===== config.mk =====
export PLATFORM = sky130hd
export DESIGN_NAME = pipe_sum_accumulator
export DESIGN_NICKNAME = d
export VERILOG_FILES = /design/src/rtl/pipe_acc_pkg.sv /design/src/rtl/acc_bank.sv /design/src/rtl/pipe_sum_accumulator.sv
export SDC_FILE = /design/constraint.sdc
export NUM_CORES = 1
export LEC_CHECK = 0
export ABC_CLOCK_PERIOD_IN_PS = 4310
export CAP_MARGIN = 20
export CORE_MARGIN = 2
export CORE_UTILIZATION = 35
export CTS_CLUSTER_SIZE = 24
export DETAILED_ROUTE_END_ITERATION = 10
export PLACE_DENSITY = 0.58
export SYNTH_ARGS = -nofsm -noshare
export SYNTH_HDL_FRONTEND = slang
export SYNTH_SLANG_ARGS = --single-unit

===== constraint.sdc =====
create_clock -name clk -period 4.31 [get_ports clk]
set_clock_uncertainty 0.2 [all_clocks]
set_input_delay 1.293 -clock clk [delete_from_list [all_inputs] [get_ports clk]]
set_output_delay 1.293 -clock clk [all_outputs]
set_load 0.05 [all_outputs]

===== src/rtl/pipe_acc_pkg.sv =====
// Shared types, default widths and helpers for the pipelined-adder sum accumulator.
package pipe_acc_pkg;

    typedef enum logic {
        ACCUM = 1'b0,
        DONE  = 1'b1
    } acc_state_t;

    localparam int SUM_WIDTH_DEF = 64;
    localparam int ACC_WIDTH_DEF = 80;
    localparam int CNT_WIDTH_DEF = 8;
    localparam int CNT_MAX_WIDTH = 32;

    // Counters up to CNT_MAX_WIDTH bits share this helper; callers size-cast in and out.
    function automatic logic [CNT_MAX_WIDTH-1:0] sat_inc(
        input logic [CNT_MAX_WIDTH-1:0] value,
        input logic [CNT_MAX_WIDTH-1:0] limit
    );
        return (value >= limit) ? value : value + CNT_MAX_WIDTH'(1);
    endfunction

endpackage


===== src/rtl/acc_bank.sv =====
// One accumulator bank: running sum, saturating beat count, sticky overflow and a
// completion flag that holds the bank frozen until it is cleared.
module acc_bank
    import pipe_acc_pkg::*;
#(
    parameter int WIDTH     = SUM_WIDTH_DEF,
    parameter int ACC_WIDTH = ACC_WIDTH_DEF,
    parameter int CNT_WIDTH = CNT_WIDTH_DEF
) (
    input  logic                 clk,
    input  logic                 rst,
    input  logic                 clear,
    input  logic                 add,
    input  logic                 last,
    input  logic [WIDTH:0]       beat,
    output logic                 full,
    output logic [ACC_WIDTH-1:0] acc_next,
    output logic [CNT_WIDTH-1:0] count_next,
    output logic                 ovf_next
);

    localparam logic [CNT_WIDTH-1:0] CNT_MAX = '1;

    logic [ACC_WIDTH-1:0] acc;
    logic [CNT_WIDTH-1:0] count;
    logic                 ovf;
    logic [ACC_WIDTH:0]   sum_wide;

    // The extra top bit of sum_wide is the carry out of the accumulator width.
    assign sum_wide = {1'b0, acc} + {1'b0, ACC_WIDTH'(beat)};

    always_comb begin
        acc_next   = acc;
        count_next = count;
        ovf_next   = ovf;
        if (add) begin
            acc_next   = sum_wide[ACC_WIDTH-1:0];
            count_next = CNT_WIDTH'(sat_inc(CNT_MAX_WIDTH'(count), CNT_MAX_WIDTH'(CNT_MAX)));
            ovf_next   = ovf | sum_wide[ACC_WIDTH];
        end
    end

    always_ff @(posedge clk) begin
        if (rst || clear) begin
            acc   <= '0;
            count <= '0;
            ovf   <= 1'b0;
            full  <= 1'b0;
        end else begin
            acc   <= acc_next;
            count <= count_next;
            ovf   <= ovf_next;
            if (add && last) begin
                full <= 1'b1;
            end
        end
    end

endmodule


===== src/rtl/pipe_sum_accumulator.sv =====
// Accumulates bursts of pipelined-adder results and hands each total off over valid/ready.
// Define PIPE_ACC_PINGPONG_EN for a second bank that keeps accepting while a total waits.
module pipe_sum_accumulator
    import pipe_acc_pkg::*;
#(
    parameter int WIDTH     = SUM_WIDTH_DEF,
    parameter int ACC_WIDTH = ACC_WIDTH_DEF,
    parameter int CNT_WIDTH = CNT_WIDTH_DEF
) (
    input  logic                 clk,
    input  logic                 rst,
    input  logic                 in_valid,
    input  logic [WIDTH-1:0]     in_sum,
    input  logic                 in_cout,
    input  logic                 in_last,
    output logic                 in_ready,
    output logic                 out_valid,
    input  logic                 out_ready,
    output logic [ACC_WIDTH-1:0] out_acc,
    output logic [CNT_WIDTH-1:0] out_count,
    output logic                 out_ovf,
    output logic                 drop_err
);

`ifdef PIPE_ACC_PINGPONG_EN
    localparam int NBANK = 2;
`else
    localparam int NBANK = 1;
`endif
    localparam bit PP = (NBANK == 2);

    acc_state_t state;
    logic       wr_sel;
    logic       rd_sel;
    logic [WIDTH:0] beat;
    logic       accept;
    logic       handshake;
    logic       completing;

    logic [ACC_WIDTH-1:0] bank_acc_next   [NBANK];
    logic [CNT_WIDTH-1:0] bank_count_next [NBANK];
    logic                 bank_ovf_next   [NBANK];
    logic                 bank_full       [NBANK];

    logic                 wr_hi;
    logic                 oth_hi;
    logic                 oth_full;
    logic                 oth_valid;
    logic [ACC_WIDTH-1:0] wr_acc;
    logic [CNT_WIDTH-1:0] wr_count;
    logic                 wr_ovf;
    logic [ACC_WIDTH-1:0] oth_acc;
    logic [CNT_WIDTH-1:0] oth_count;
    logic                 oth_ovf;
    logic                 full_next_lo;
    logic                 full_next_hi;
    logic                 wr_sel_next;
    logic                 in_ready_next;

    assign beat       = {in_cout, in_sum};
    assign accept     = in_valid && in_ready;
    assign handshake  = out_valid && out_ready;
    assign completing = accept && in_last;
    assign out_valid  = (state == DONE);

    for (genvar b = 0; b < NBANK; b++) begin : g_bank
        acc_bank #(
            .WIDTH     (WIDTH),
            .ACC_WIDTH (ACC_WIDTH),
            .CNT_WIDTH (CNT_WIDTH)
        ) u_bank (
            .clk        (clk),
            .rst        (rst),
            .clear      (handshake && (rd_sel == 1'(b))),
            .add        (accept && (wr_sel == 1'(b))),
            .last       (in_last),
            .beat       (beat),
            .full       (bank_full[b]),
            .acc_next   (bank_acc_next[b]),
            .count_next (bank_count_next[b]),
            .ovf_next   (bank_ovf_next[b])
        );
    end

    // "oth" is the bank not currently presented; with one bank it never qualifies.
    assign wr_hi     = PP && wr_sel;
    assign oth_hi    = PP && !rd_sel;
    assign oth_full  = oth_hi ? bank_full[NBANK-1] : bank_full[0];
    assign oth_valid = PP && (oth_full || completing);

    always_comb begin
        wr_acc    = bank_acc_next[0];
        wr_count  = bank_count_next[0];
        wr_ovf    = bank_ovf_next[0];
        oth_acc   = bank_acc_next[0];
        oth_count = bank_count_next[0];
        oth_ovf   = bank_ovf_next[0];
        if (wr_hi) begin
            wr_acc   = bank_acc_next[NBANK-1];
            wr_count = bank_count_next[NBANK-1];
            wr_ovf   = bank_ovf_next[NBANK-1];
        end
        if (oth_hi) begin
            oth_acc   = bank_acc_next[NBANK-1];
            oth_count = bank_count_next[NBANK-1];
            oth_ovf   = bank_ovf_next[NBANK-1];
        end
    end

    // in_ready is registered: it reflects whether the bank written next cycle will be free.
    assign full_next_lo  = (bank_full[0] && !(handshake && !rd_sel)) || (completing && !wr_sel);
    assign full_next_hi  = PP && ((bank_full[NBANK-1] && !(handshake && rd_sel))
                                  || (completing && wr_sel));
    assign wr_sel_next   = PP && (wr_sel ^ completing);
    assign in_ready_next = !(wr_sel_next ? full_next_hi : full_next_lo);

    always_ff @(posedge clk) begin
        if (rst) begin
            state     <= ACCUM;
            wr_sel    <= 1'b0;
            rd_sel    <= 1'b0;
            in_ready  <= 1'b1;
            out_acc   <= '0;
            out_count <= '0;
            out_ovf   <= 1'b0;
            drop_err  <= 1'b0;
        end else begin
            in_ready <= in_ready_next;
            wr_sel   <= wr_sel_next;
            if (in_valid && !in_ready) begin
                drop_err <= 1'b1;
            end
            case (state)
                ACCUM: begin
                    if (completing) begin
                        state     <= DONE;
                        rd_sel    <= wr_sel;
                        out_acc   <= wr_acc;
                        out_count <= wr_count;
                        out_ovf   <= wr_ovf;
                    end
                end
                DONE: begin
                    if (handshake) begin
                        if (oth_valid) begin
                            rd_sel    <= !rd_sel;
                            out_acc   <= oth_acc;
                            out_count <= oth_count;
                            out_ovf   <= oth_ovf;
                        end else begin
                            state     <= ACCUM;
                            out_acc   <= '0;
                            out_count <= '0;
                            out_ovf   <= 1'b0;
                        end
                    end
                end
            endcase
        end
    end

endmodule

==> results of run 1 <==
-- layout make-up --
| cell class | instances | share of cell area, % |
|---|---|---|
| Multi-Input combinational cell | 1088 | 45.6 |
| Sequential cell | 182 | 24.5 |
| Timing Repair Buffer | 378 | 21.9 |
| Tap cell | 396 | 3.33 |
| Clock buffer | 17 | 2.86 |
| Clock inverter | 15 | 1.51 |
| Inverter | 12 | 0.303 |
| Antenna cell | 1 | 0.0168 |
-- state kept, by name (all words and copies together), names as in the netlist --
| signal | flops |
|---|---|
| drop_err | 1 |
| g_bank.u_bank.acc | 80 |
| g_bank.u_bank.count | 8 |
| g_bank.u_bank.full | 1 |
| g_bank.u_bank.ovf | 1 |
| in_ready | 1 |
| out_acc | 80 |
| out_count | 8 |
| out_ovf | 1 |
| out_valid | 1 |
-- logic make-up after synthesis --
| family | count (synthesis) |
|---|---|
| fa+ha+maj | 67 |
| compound gates | 430 |
| xor+xnor | 87 |
| simple gates | 498 |
| buf+inv | 108 |
| mux | 6 |
| flops | 182 |
-- what timing repair did --
item | in CTS | in global routing
buffers inserted | 0 | 0
setup endpoints to repair | 0 | 18
hold buffers | 0 | 0
gates resized for setup | 0 | 8
-- report_power, final --
part / switching [mW] / total, mW / leakage (nW) / internal, mW
combinational: 1.21 / 2.16 / 4.47 / 0.949
clock: 0.896 / 1.72 / 0.312 / 0.825
sequential: 0.0824 / 1.90 / 1.48 / 1.81
total: 2.19 / 5.78 / 6.26 / 3.59
-- routing by layer --
layer	part of all wire (%)	track usage, %	routed length, µm	up-vias
met5	0	0	0	-
met4	1.7	5.95	617	0
met3	5.8	4.72	2100	36
met2	45	36.1	16400	302
met1	47	29.6	17200	5109
li1	-	-	-	5514
-- metrics by stage --
step,cell area (µm²),utilization [%]
2_1_floorplan,10800,-
3_3_place_gp,14200,46.6
3_5_place_dp,14200,46.6
4_1_cts,14800,48.7
5_1_grt,14900,48.8
6_report,14900,48.8
-- worst max-delay path, stage by stage --
cell and delay (ns):
sky130_fd_sc_hd__clkdlybuf4s50_1 0.51, sky130_fd_sc_hd__ha_4 0.34, sky130_fd_sc_hd__nand2_1 0.07, sky130_fd_sc_hd__buf_4 0.14
sky130_fd_sc_hd__o21ai_1 0.17, sky130_fd_sc_hd__o31ai_1 0.12, sky130_fd_sc_hd__buf_4 0.15, sky130_fd_sc_hd__a21oi_1 0.20
sky130_fd_sc_hd__a211oi_2 0.10, sky130_fd_sc_hd__buf_4 0.17, sky130_fd_sc_hd__o31ai_2 0.26, sky130_fd_sc_hd__a21o_1 0.22
sky130_fd_sc_hd__a21boi_2 0.09, sky130_fd_sc_hd__or4_1 0.40, sky130_fd_sc_hd__nand3_1 0.07
-- how the worst min path moves through the flow --
stage / to / slack [ns] / cells after the start
3_5_place_dp: out_acc[68] / 0.24 / 2
4_1_cts: out_acc[11] / 0.26 / 2
2_1_floorplan: g_bank[0].u_bank.ovf / 0.22 / 2
6_report: out_acc[68] / 0.25 / 2
3_3_place_gp: g_bank[0].u_bank.ovf / 0.24 / 2
5_1_grt: g_bank[0].u_bank.acc[53] / 0.28 / 2
-- cells in the final DEF, fill, tap and decap left out, types with 11 or more instances in the layout --
master | netlist | final
sky130_fd_sc_hd__o21ai_0 | 57 | 57
sky130_fd_sc_hd__xnor2_1 | 39 | 39
sky130_fd_sc_hd__o21bai_1 | 11 | 11
sky130_fd_sc_hd__nand4_1 | 35 | 35
sky130_fd_sc_hd__o21ai_1 | 22 | 22
sky130_fd_sc_hd__a22oi_1 | 27 | 27
sky130_fd_sc_hd__nor2_1 | 135 | 134
sky130_fd_sc_hd__and2_1 | 18 | 17
sky130_fd_sc_hd__a21oi_1 | 154 | 151
sky130_fd_sc_hd__nand3_1 | 45 | 45
sky130_fd_sc_hd__clkbuf_16 | 0 | 17
sky130_fd_sc_hd__nor3_1 | 13 | 12
sky130_fd_sc_hd__dfxtp_1 | 182 | 182
sky130_fd_sc_hd__buf_4 | 2 | 216
sky130_fd_sc_hd__ha_1 | 66 | 62
sky130_fd_sc_hd__a211oi_1 | 12 | 11
sky130_fd_sc_hd__clkdlybuf4s50_1 | 0 | 160
sky130_fd_sc_hd__nand2_1 | 200 | 199
sky130_fd_sc_hd__a21o_1 | 53 | 53
sky130_fd_sc_hd__a22o_1 | 22 | 22
sky130_fd_sc_hd__xor2_1 | 48 | 48
sky130_fd_sc_hd__inv_1 | 12 | 12
==> report_table.html, run 1 <==
<table>
<tr><th>Metric</th><th>Value</th></tr>
<tr><th colspan="2">Status</th></tr>
<tr><td>Result of the run</td><td>finished, final reports clean</td></tr>
<tr><th colspan="2">Timing</th></tr>
<tr><td>Post-route worst setup slack</td><td>around 0.17 ns</td></tr>
<tr><td>Slew Limit Headroom</td><td>between 50% and 60%</td></tr>
<tr><td>Part of the cycle the worst path needs</td><td>around 96%</td></tr>
<tr><td>Setup TNS</td><td>0 ns</td></tr>
<tr><td>Max-slew violation total from the final report</td><td>0</td></tr>
<tr><td>RSZ-0062 raised after global routing</td><td>false</td></tr>
<tr><td>Final setup violating endpoints</td><td>0</td></tr>
<tr><td>Post-Route Hold Slack</td><td>0.252 ns</td></tr>
<tr><td>Final min period</td><td>4.14 ns</td></tr>
<tr><td>Worst Tran Pin Value</td><td>roughly 0.61 ns</td></tr>
<tr><td>Timing-limited maximum frequency</td><td>around 240 MHz</td></tr>
<tr><td>Final Hold Fails</td><td>0</td></tr>
<tr><th colspan="2">Yosys</th></tr>
<tr><td>Compound-gate portion of the synthesized area</td><td>around a quarter</td></tr>
<tr><td>Synth top area cells</td><td>sky130_fd_sc_hd__dfxtp_1, sky130_fd_sc_hd__ha_1, sky130_fd_sc_hd__a21oi_1</td></tr>
<tr><td>Synth unique cells</td><td>77</td></tr>
<tr><td>Part of the Yosys area used for sequential elements</td><td>roughly 34%</td></tr>
<tr><td>XOR/XNOR Fraction of Synth Area</td><td>slightly above 7%</td></tr>
<tr><td>Share of the synthesized area in the top cell type</td><td>between 30% and 40%</td></tr>
<tr><td>Adder and majority cell fraction of the synthesized area</td><td>a little under 8%</td></tr>
<tr><td>Portion of netlist area occupied by mux cells</td><td>0.557%</td></tr>
<tr><td>Basic-gate share of the synthesized area counting and, or, nand and nor cells</td><td>between 20% and 30%</td></tr>
<tr><td>Count of flip-flops with a built-in enable after synthesis</td><td>0</td></tr>
<tr><td>Most frequent cell after synthesis</td><td>sky130_fd_sc_hd__nand2_1</td></tr>
<tr><td>Post-synthesis average cell area</td><td>between 7 and 8 µm²</td></tr>
<tr><td>Cells after Synth</td><td>approximately 1400</td></tr>
<tr><td>Number of warning messages in the yosys log</td><td>0</td></tr>
<tr><td>Combined area of all synthesized cells</td><td>0.0108 mm²</td></tr>
<tr><td>Synth cell count leaders</td><td>sky130_fd_sc_hd__nand2_1, sky130_fd_sc_hd__dfxtp_1, sky130_fd_sc_hd__a21oi_1, sky130_fd_sc_hd__nor2_1, sky130_fd_sc_hd__clkbuf_1</td></tr>
<tr><td>Ys flop type</td><td>sky130_fd_sc_hd__dfxtp_1</td></tr>
<tr><td>Flip-flop and latch count after synthesis</td><td>roughly 180</td></tr>
<tr><td>Synth async-reset ratio</td><td>0%</td></tr>
<tr><td>Cell type with the highest aggregate area in the netlist</td><td>sky130_fd_sc_hd__dfxtp_1</td></tr>
<tr><td>Combinational family with the most area after synthesis</td><td>compound AO/OA/AOI/OAI gates</td></tr>
<tr><td>Net Count, Synth</td><td>1515</td></tr>
<tr><th colspan="2">Worst setup path</th></tr>
<tr><td>Worst setup path class</td><td>in -&gt; reg</td></tr>
<tr><td>R2R setup slack</td><td>1.13 ns</td></tr>
<tr><td>CP arrival</td><td>~4.3 ns</td></tr>
<tr><td>Crit. Startpoint</td><td>in_sum[19]</td></tr>
<tr><td>CP Capture Type</td><td>flip-flop</td></tr>
<tr><td>Worst reg2reg startpoint</td><td>g_bank[0].u_bank.acc[0]</td></tr>
<tr><td>Largest fanout on the critical path</td><td>5</td></tr>
<tr><td>Depth of the worst register-to-register path</td><td>11</td></tr>
<tr><td>Destination of the critical timing path</td><td>g_bank[0].u_bank.acc[58]</td></tr>
<tr><td>Worst Path Required</td><td>around 4.5 ns</td></tr>
<tr><td>Worst Setup Start Kind</td><td>input pin</td></tr>
<tr><td>Worst R2R End</td><td>out_acc[71]</td></tr>
<tr><th colspan="2">Floorplanning</th></tr>
<tr><td>Die outline area</td><td>0.0322 mm²</td></tr>
<tr><td>Number of placed I/O pins</td><td>162</td></tr>
<tr><td>Die Span X</td><td>approximately 180 µm</td></tr>
<tr><td>Die Ht</td><td>180 µm</td></tr>
<tr><td>Cell Rows</td><td>between 60 and 70</td></tr>
<tr><td>Initial Util</td><td>a little over a third</td></tr>
<tr><td>Core ar.</td><td>just over 0.03 mm²</td></tr>
<tr><th colspan="2">Pwr</th></tr>
<tr><td>Total power per unit cell area</td><td>between 300 and 400 mW/mm²</td></tr>
<tr><td>Peak VDD IR</td><td>around 270 µV</td></tr>
<tr><td>Static Leakage</td><td>~6.3 nW</td></tr>
<tr><td>Overall power consumption</td><td>around 5.8 mW</td></tr>
<tr><th colspan="2">Clocking</th></tr>
<tr><td>Total clock buffers created by CTS</td><td>17</td></tr>
<tr><td>Maximum clock path buffer count</td><td>2</td></tr>
<tr><td>CTS Sinks</td><td>between 150 and 200</td></tr>
<tr><td>Number of levels in the clock H-tree</td><td>4</td></tr>
<tr><td>CTS root buf</td><td>sky130_fd_sc_hd__clkbuf_16</td></tr>
<tr><td>Clock tree from TritonCTS</td><td>built</td></tr>
<tr><td>Clock transition time at the flip-flop clock pins of the worst setup and hold paths</td><td>0.08 ns</td></tr>
<tr><td>Clock insertion delay at the later pin of the skew report</td><td>between 0.4 and 0.5 ns</td></tr>
<tr><th colspan="2">Route</th></tr>
<tr><td>Average wire per standard cell</td><td>17.4 µm</td></tr>
<tr><td>Detailed-route DRC error count</td><td>0</td></tr>
<tr><td>Vias post-DR</td><td>between 10000 and 15000</td></tr>
<tr><td>Via/cell ratio</td><td>about 5.2</td></tr>
<tr><td>Number of DRC violations after detailed-routing iteration 0</td><td>around 670</td></tr>
<tr><td>DRT Wirelength</td><td>36.4 mm</td></tr>
<tr><td>DRT Pass-1 Iters</td><td>7</td></tr>
<tr><td>Remaining antenna violation count after routing</td><td>0</td></tr>
<tr><th colspan="2">Min path</th></tr>
<tr><td>Worst min-delay path startpoint</td><td>out_acc[68]</td></tr>
<tr><td>Worst min-delay path category</td><td>reg -&gt; reg</td></tr>
<tr><th colspan="2">Place</th></tr>
<tr><td>Placement Setup Slack</td><td>-0.362 ns</td></tr>
<tr><td>Number of input and output port buffers inserted</td><td>around 160</td></tr>
<tr><td>Final HPWL DP</td><td>27.7 mm</td></tr>
<tr><td>Placed cell count</td><td>2056</td></tr>
<tr><td>Routability congestion estimate</td><td>just over 0.9</td></tr>
<tr><th colspan="2">Final layout</th></tr>
<tr><td>Sequential Area</td><td>around 0.0036 mm²</td></tr>
<tr><td>Share of post-route cells with drive strength above 1</td><td>about 17%</td></tr>
<tr><td>Number of nets in the layout</td><td>1816</td></tr>
<tr><td>Area taken by multi-input logic gates</td><td>between 0.006 and 0.007 mm²</td></tr>
<tr><td>Layout overhead on the synthesized area</td><td>37.8%</td></tr>
<tr><td>FILL cells</td><td>3009</td></tr>
<tr><td>Final Non-Filler Cells</td><td>approximately 2100</td></tr>
<tr><th colspan="2">Global routing</th></tr>
<tr><td>Via count of the first global-routing pass</td><td>roughly 11000</td></tr>
<tr><td>Antenna violations before repair</td><td>2</td></tr>
<tr><td>Total congestion overflow after global routing</td><td>0</td></tr>
<tr><td>Global-route wire length before repair</td><td>about 58 mm</td></tr>
<tr><td>Pin count of the biggest net entering global routing</td><td>45</td></tr>
<tr><td>Total global-route track usage</td><td>between 20% and 30%</td></tr>
<tr><th colspan="2">Job</th></tr>
<tr><td>Number of max-cap violations</td><td>0</td></tr>
</table>
No activity file was read; power rests on OpenSTA's default activity.
==> run 2, diff against run 1 <==
Settings changed: CTS_BUF_LIST set to sky130_fd_sc_hd__clkbuf_4 sky130_fd_sc_hd__clkbuf_8.
==> run 2 against run 1 <==
  * Setup slack got worse by 0.017 ns
  * Clock power decreased by 23%
  * Sequential share of layout area increased by 0.38 points
  * Non-clock buffer count unchanged
  * Largest cell class unchanged
  * Highest routed layer unchanged
==> report_table.html, run 2 (synthesis results as in run 1) <==
<table>
<tr><th>Metric</th><th>Value</th></tr>
<tr><th colspan="2">Status</th></tr>
<tr><td>Result of the run</td><td>finished, final reports clean</td></tr>
<tr><th colspan="2">Final layout</th></tr>
<tr><td>Share of post-route cells with drive strength above 1</td><td>17.0% (-0.41 points)</td></tr>
<tr><td>Most common library cell in the layout ignoring fill and taps</td><td>sky130_fd_sc_hd__buf_4</td></tr>
<tr><td>Final cell area excluding filler cells</td><td>0.0146 mm² (-1.5%)</td></tr>
<tr><td>Layout overhead on the synthesized area</td><td>35.7%</td></tr>
<tr><td>Leading cell types in the layout, fill and taps excluded</td><td>sky130_fd_sc_hd__buf_4, sky130_fd_sc_hd__nand2_1, sky130_fd_sc_hd__dfxtp_1</td></tr>
<tr><td>Number of nets in the layout</td><td>1816 (unchanged)</td></tr>
<tr><td>Final Non-Filler Cells</td><td>2089 (unchanged)</td></tr>
<tr><td>Regs by FF count</td><td>g_bank.u_bank.acc x80, out_acc x80</td></tr>
<tr><th colspan="2">Min path</th></tr>
<tr><td>Endpoint, Worst Hold</td><td>out_acc[68]</td></tr>
<tr><td>Worst min-delay path category</td><td>reg -&gt; reg</td></tr>
<tr><td>Worst min-delay path startpoint</td><td>out_acc[68]</td></tr>
<tr><td>Worst hold path depth</td><td>2 (unchanged)</td></tr>
<tr><th colspan="2">Pwr</th></tr>
<tr><td>Static Leakage</td><td>6.18 nW (-1.3%)</td></tr>
<tr><td>Total power per unit cell area</td><td>367 mW/mm² (-5.5%)</td></tr>
<tr><td>Peak VDD IR</td><td>214 µV (-20%)</td></tr>
<tr><td>Overall power consumption</td><td>5.38 mW (-6.9%)</td></tr>
<tr><th colspan="2">Floorplanning</th></tr>
<tr><td>Die Ht</td><td>180 µm (unchanged)</td></tr>
<tr><td>Core ar.</td><td>0.0304 mm² (unchanged)</td></tr>
<tr><td>Die outline area</td><td>0.0322 mm² (unchanged)</td></tr>
<tr><td>Number of placed I/O pins</td><td>162 (unchanged)</td></tr>
<tr><td>Die Span X</td><td>180 µm (unchanged)</td></tr>
<tr><td>Cell Rows</td><td>64 (unchanged)</td></tr>
<tr><td>Initial Util</td><td>35.4% (unchanged)</td></tr>
<tr><th colspan="2">Global routing</th></tr>
<tr><td>Antenna violations before repair</td><td>2 (unchanged)</td></tr>
<tr><td>Via count of the first global-routing pass</td><td>10600 (-0.45%)</td></tr>
<tr><td>Pin count of the biggest net entering global routing</td><td>45 (unchanged)</td></tr>
<tr><td>Total congestion overflow after global routing</td><td>0 (unchanged)</td></tr>
<tr><td>Total global-route track usage</td><td>22.0% (-0.11 points)</td></tr>
<tr><td>Global-route wire length before repair</td><td>57.4 mm (-0.38%)</td></tr>
<tr><th colspan="2">Worst setup path</th></tr>
<tr><td>Critical-path cell list</td><td>clkdlybuf4s50_1, ha_1, nand2_1, buf_4, o21ai_1, o31ai_1, buf_4, a21oi_1, a211oi_2, buf_4, o31ai_2, a21o_1, a21boi_2, or4_1, nand3_1</td></tr>
<tr><td>CP arrival</td><td>4.40 ns (+0.07 ns)</td></tr>
<tr><td>Worst reg2reg startpoint</td><td>g_bank[0].u_bank.acc[0]</td></tr>
<tr><td>Worst setup path class</td><td>in -&gt; reg</td></tr>
<tr><td>Worst Setup Start Kind</td><td>input pin</td></tr>
<tr><td>Worst R2R End</td><td>out_ovf</td></tr>
<tr><td>R2R setup slack</td><td>1.09 ns (-0.04 ns)</td></tr>
<tr><td>CP Capture Type</td><td>flip-flop</td></tr>
<tr><td>CP max stage cell</td><td>sky130_fd_sc_hd__clkdlybuf4s50_1</td></tr>
<tr><td>Largest fanout on the critical path</td><td>5 (unchanged)</td></tr>
<tr><td>Slowest stage delay, CP</td><td>0.47 ns (-0.04 ns)</td></tr>
<tr><td>Worst Path Required</td><td>4.56 ns (+0.06 ns)</td></tr>
<tr><td>CP most frequent cell</td><td>sky130_fd_sc_hd__buf_4</td></tr>
<tr><td>Depth of the worst register-to-register path</td><td>13 (+2)</td></tr>
<tr><th colspan="2">Place</th></tr>
<tr><td>Post-DP Area</td><td>0.0142 mm² (unchanged)</td></tr>
<tr><td>Number of input and output port buffers inserted</td><td>161 (unchanged)</td></tr>
<tr><td>Final HPWL DP</td><td>27.7 mm (unchanged)</td></tr>
<tr><td>Routability congestion estimate</td><td>0.909 (unchanged)</td></tr>
<tr><td>Placed cell count</td><td>2056 (unchanged)</td></tr>
<tr><td>Placement Setup Slack</td><td>-0.362 ns (unchanged)</td></tr>
<tr><th colspan="2">Timing</th></tr>
<tr><td>Final setup violating endpoints</td><td>0 (unchanged)</td></tr>
<tr><td>Timing-limited maximum frequency</td><td>241 MHz (-0.41%)</td></tr>
<tr><td>Setup TNS</td><td>0 ns (unchanged)</td></tr>
<tr><td>Slew Limit Headroom</td><td>58.9% (-0.28 points)</td></tr>
<tr><td>Max-slew violation total from the final report</td><td>0 (unchanged)</td></tr>
<tr><td>Post-route worst setup slack</td><td>0.155 ns (-0.0168 ns)</td></tr>
<tr><td>Final Hold Fails</td><td>0 (unchanged)</td></tr>
<tr><td>Final min period</td><td>4.16 ns (+0.0168 ns)</td></tr>
<tr><td>RSZ-0062 raised after global routing</td><td>false</td></tr>
<tr><td>Worst Tran Pin Value</td><td>0.615 ns (+0.00423 ns)</td></tr>
<tr><td>Part of the cycle the worst path needs</td><td>96.4% (+0.39 points)</td></tr>
<tr><th colspan="2">Route</th></tr>
<tr><td>Detailed-route DRC error count</td><td>0 (unchanged)</td></tr>
<tr><td>Number of DRC violations after detailed-routing iteration 0</td><td>691 (+3.8%)</td></tr>
<tr><td>Vias post-DR</td><td>11000 (-0.082%)</td></tr>
<tr><td>Via/cell ratio</td><td>5.24 (about the same)</td></tr>
<tr><td>DRT Wirelength</td><td>36.3 mm (-0.27%)</td></tr>
<tr><td>Average wire per standard cell</td><td>17.4 µm (-0.27%)</td></tr>
<tr><td>DRT Pass-1 Iters</td><td>5 (-2)</td></tr>
<tr><td>Remaining antenna violation count after routing</td><td>0 (unchanged)</td></tr>
<tr><th colspan="2">Clocking</th></tr>
<tr><td>Clock tree from TritonCTS</td><td>built</td></tr>
<tr><td>CTS Sinks</td><td>182 (unchanged)</td></tr>
<tr><td>Maximum clock path buffer count</td><td>2 (unchanged)</td></tr>
<tr><td>Hold_buf cts</td><td>0 (unchanged)</td></tr>
<tr><td>CTS root buf</td><td>sky130_fd_sc_hd__clkbuf_8</td></tr>
<tr><td>Clock insertion delay at the later pin of the skew report</td><td>0.51 ns (+0.05 ns)</td></tr>
<tr><td>Number of levels in the clock H-tree</td><td>4 (unchanged)</td></tr>
<tr><td>Clock transition time at the flip-flop clock pins of the worst setup and hold paths</td><td>0.11 ns (+0.03 ns)</td></tr>
<tr><td>Total clock buffers created by CTS</td><td>17 (unchanged)</td></tr>
<tr><th colspan="2">Job</th></tr>
<tr><td>Number of max-cap violations</td><td>0 (unchanged)</td></tr>
</table>
-- run 2: layout make-up --
class,instances,area [µm²]
Fill cell,3035,15800
Multi-Input combinational cell,1088,6740
Sequential cell,182,3640
Timing Repair Buffer,378,3250
Tap cell,396,495
Clock buffer,17,234
Clock inverter,15,224
Inverter,12,45.0
Antenna cell,1,2.50
-- run 2: worst max-delay path: cells and delay by family --
| family | cells | cell delay (ns) |
|---|---|---|
| buf+inv | 4 | 0.93 |
| compound gates | 7 | 1.17 |
| fa+ha+maj | 1 | 0.41 |
| simple gates | 3 | 0.57 |
-- run 2: what timing repair did --
item,4_1_cts,5_1_grt
endpoints found under the setup margin,0,6
gates resized for setup,0,1
buffers inserted,0,0
-- run 2: stage by stage --
stage | hold WS, ns | utilization, %
final | 0.260 | 48.1
after global routing | 0.282 | 48.1
after CTS | 0.261 | 48.1
after detailed placement | 0.242 | 46.6
after global placement | 0.236 | 46.6
after floorplan | 0.224 | -
-- run 2: worst max-delay path by stage --
stage	from	endpoint	slack [ns]	cells after the start
after floorplan	in_sum[0]	out_acc[74]	0.36	12
after global placement	in_sum[0]	out_acc[70]	-0.35	14
after detailed placement	in_sum[0]	out_acc[70]	-0.36	14
after CTS	in_sum[0]	out_acc[70]	0.18	14
after global routing	in_sum[9]	g_bank[0].u_bank.acc[54]	0.02	14
final	in_sum[19]	g_bank[0].u_bank.acc[58]	0.15	15
-- run 2: power breakdown --
group | leakage [nW] | internal, mW | switching (mW)
logic | 4.47 | 0.944 | 1.21
clock network | 0.225 | 0.482 | 0.849
registers | 1.48 | 1.81 | 0.0814
total | 6.18 | 3.24 | 2.14
-- run 2: per-layer routing --
layer	up-vias	share of wire, %	GRT usage [%]
li1	5522	-	-
met4	0	1.7	5.66
met5	-	0	0
met1	5126	48	29.5
met2	266	45	35.8
met3	38	5.6	4.94
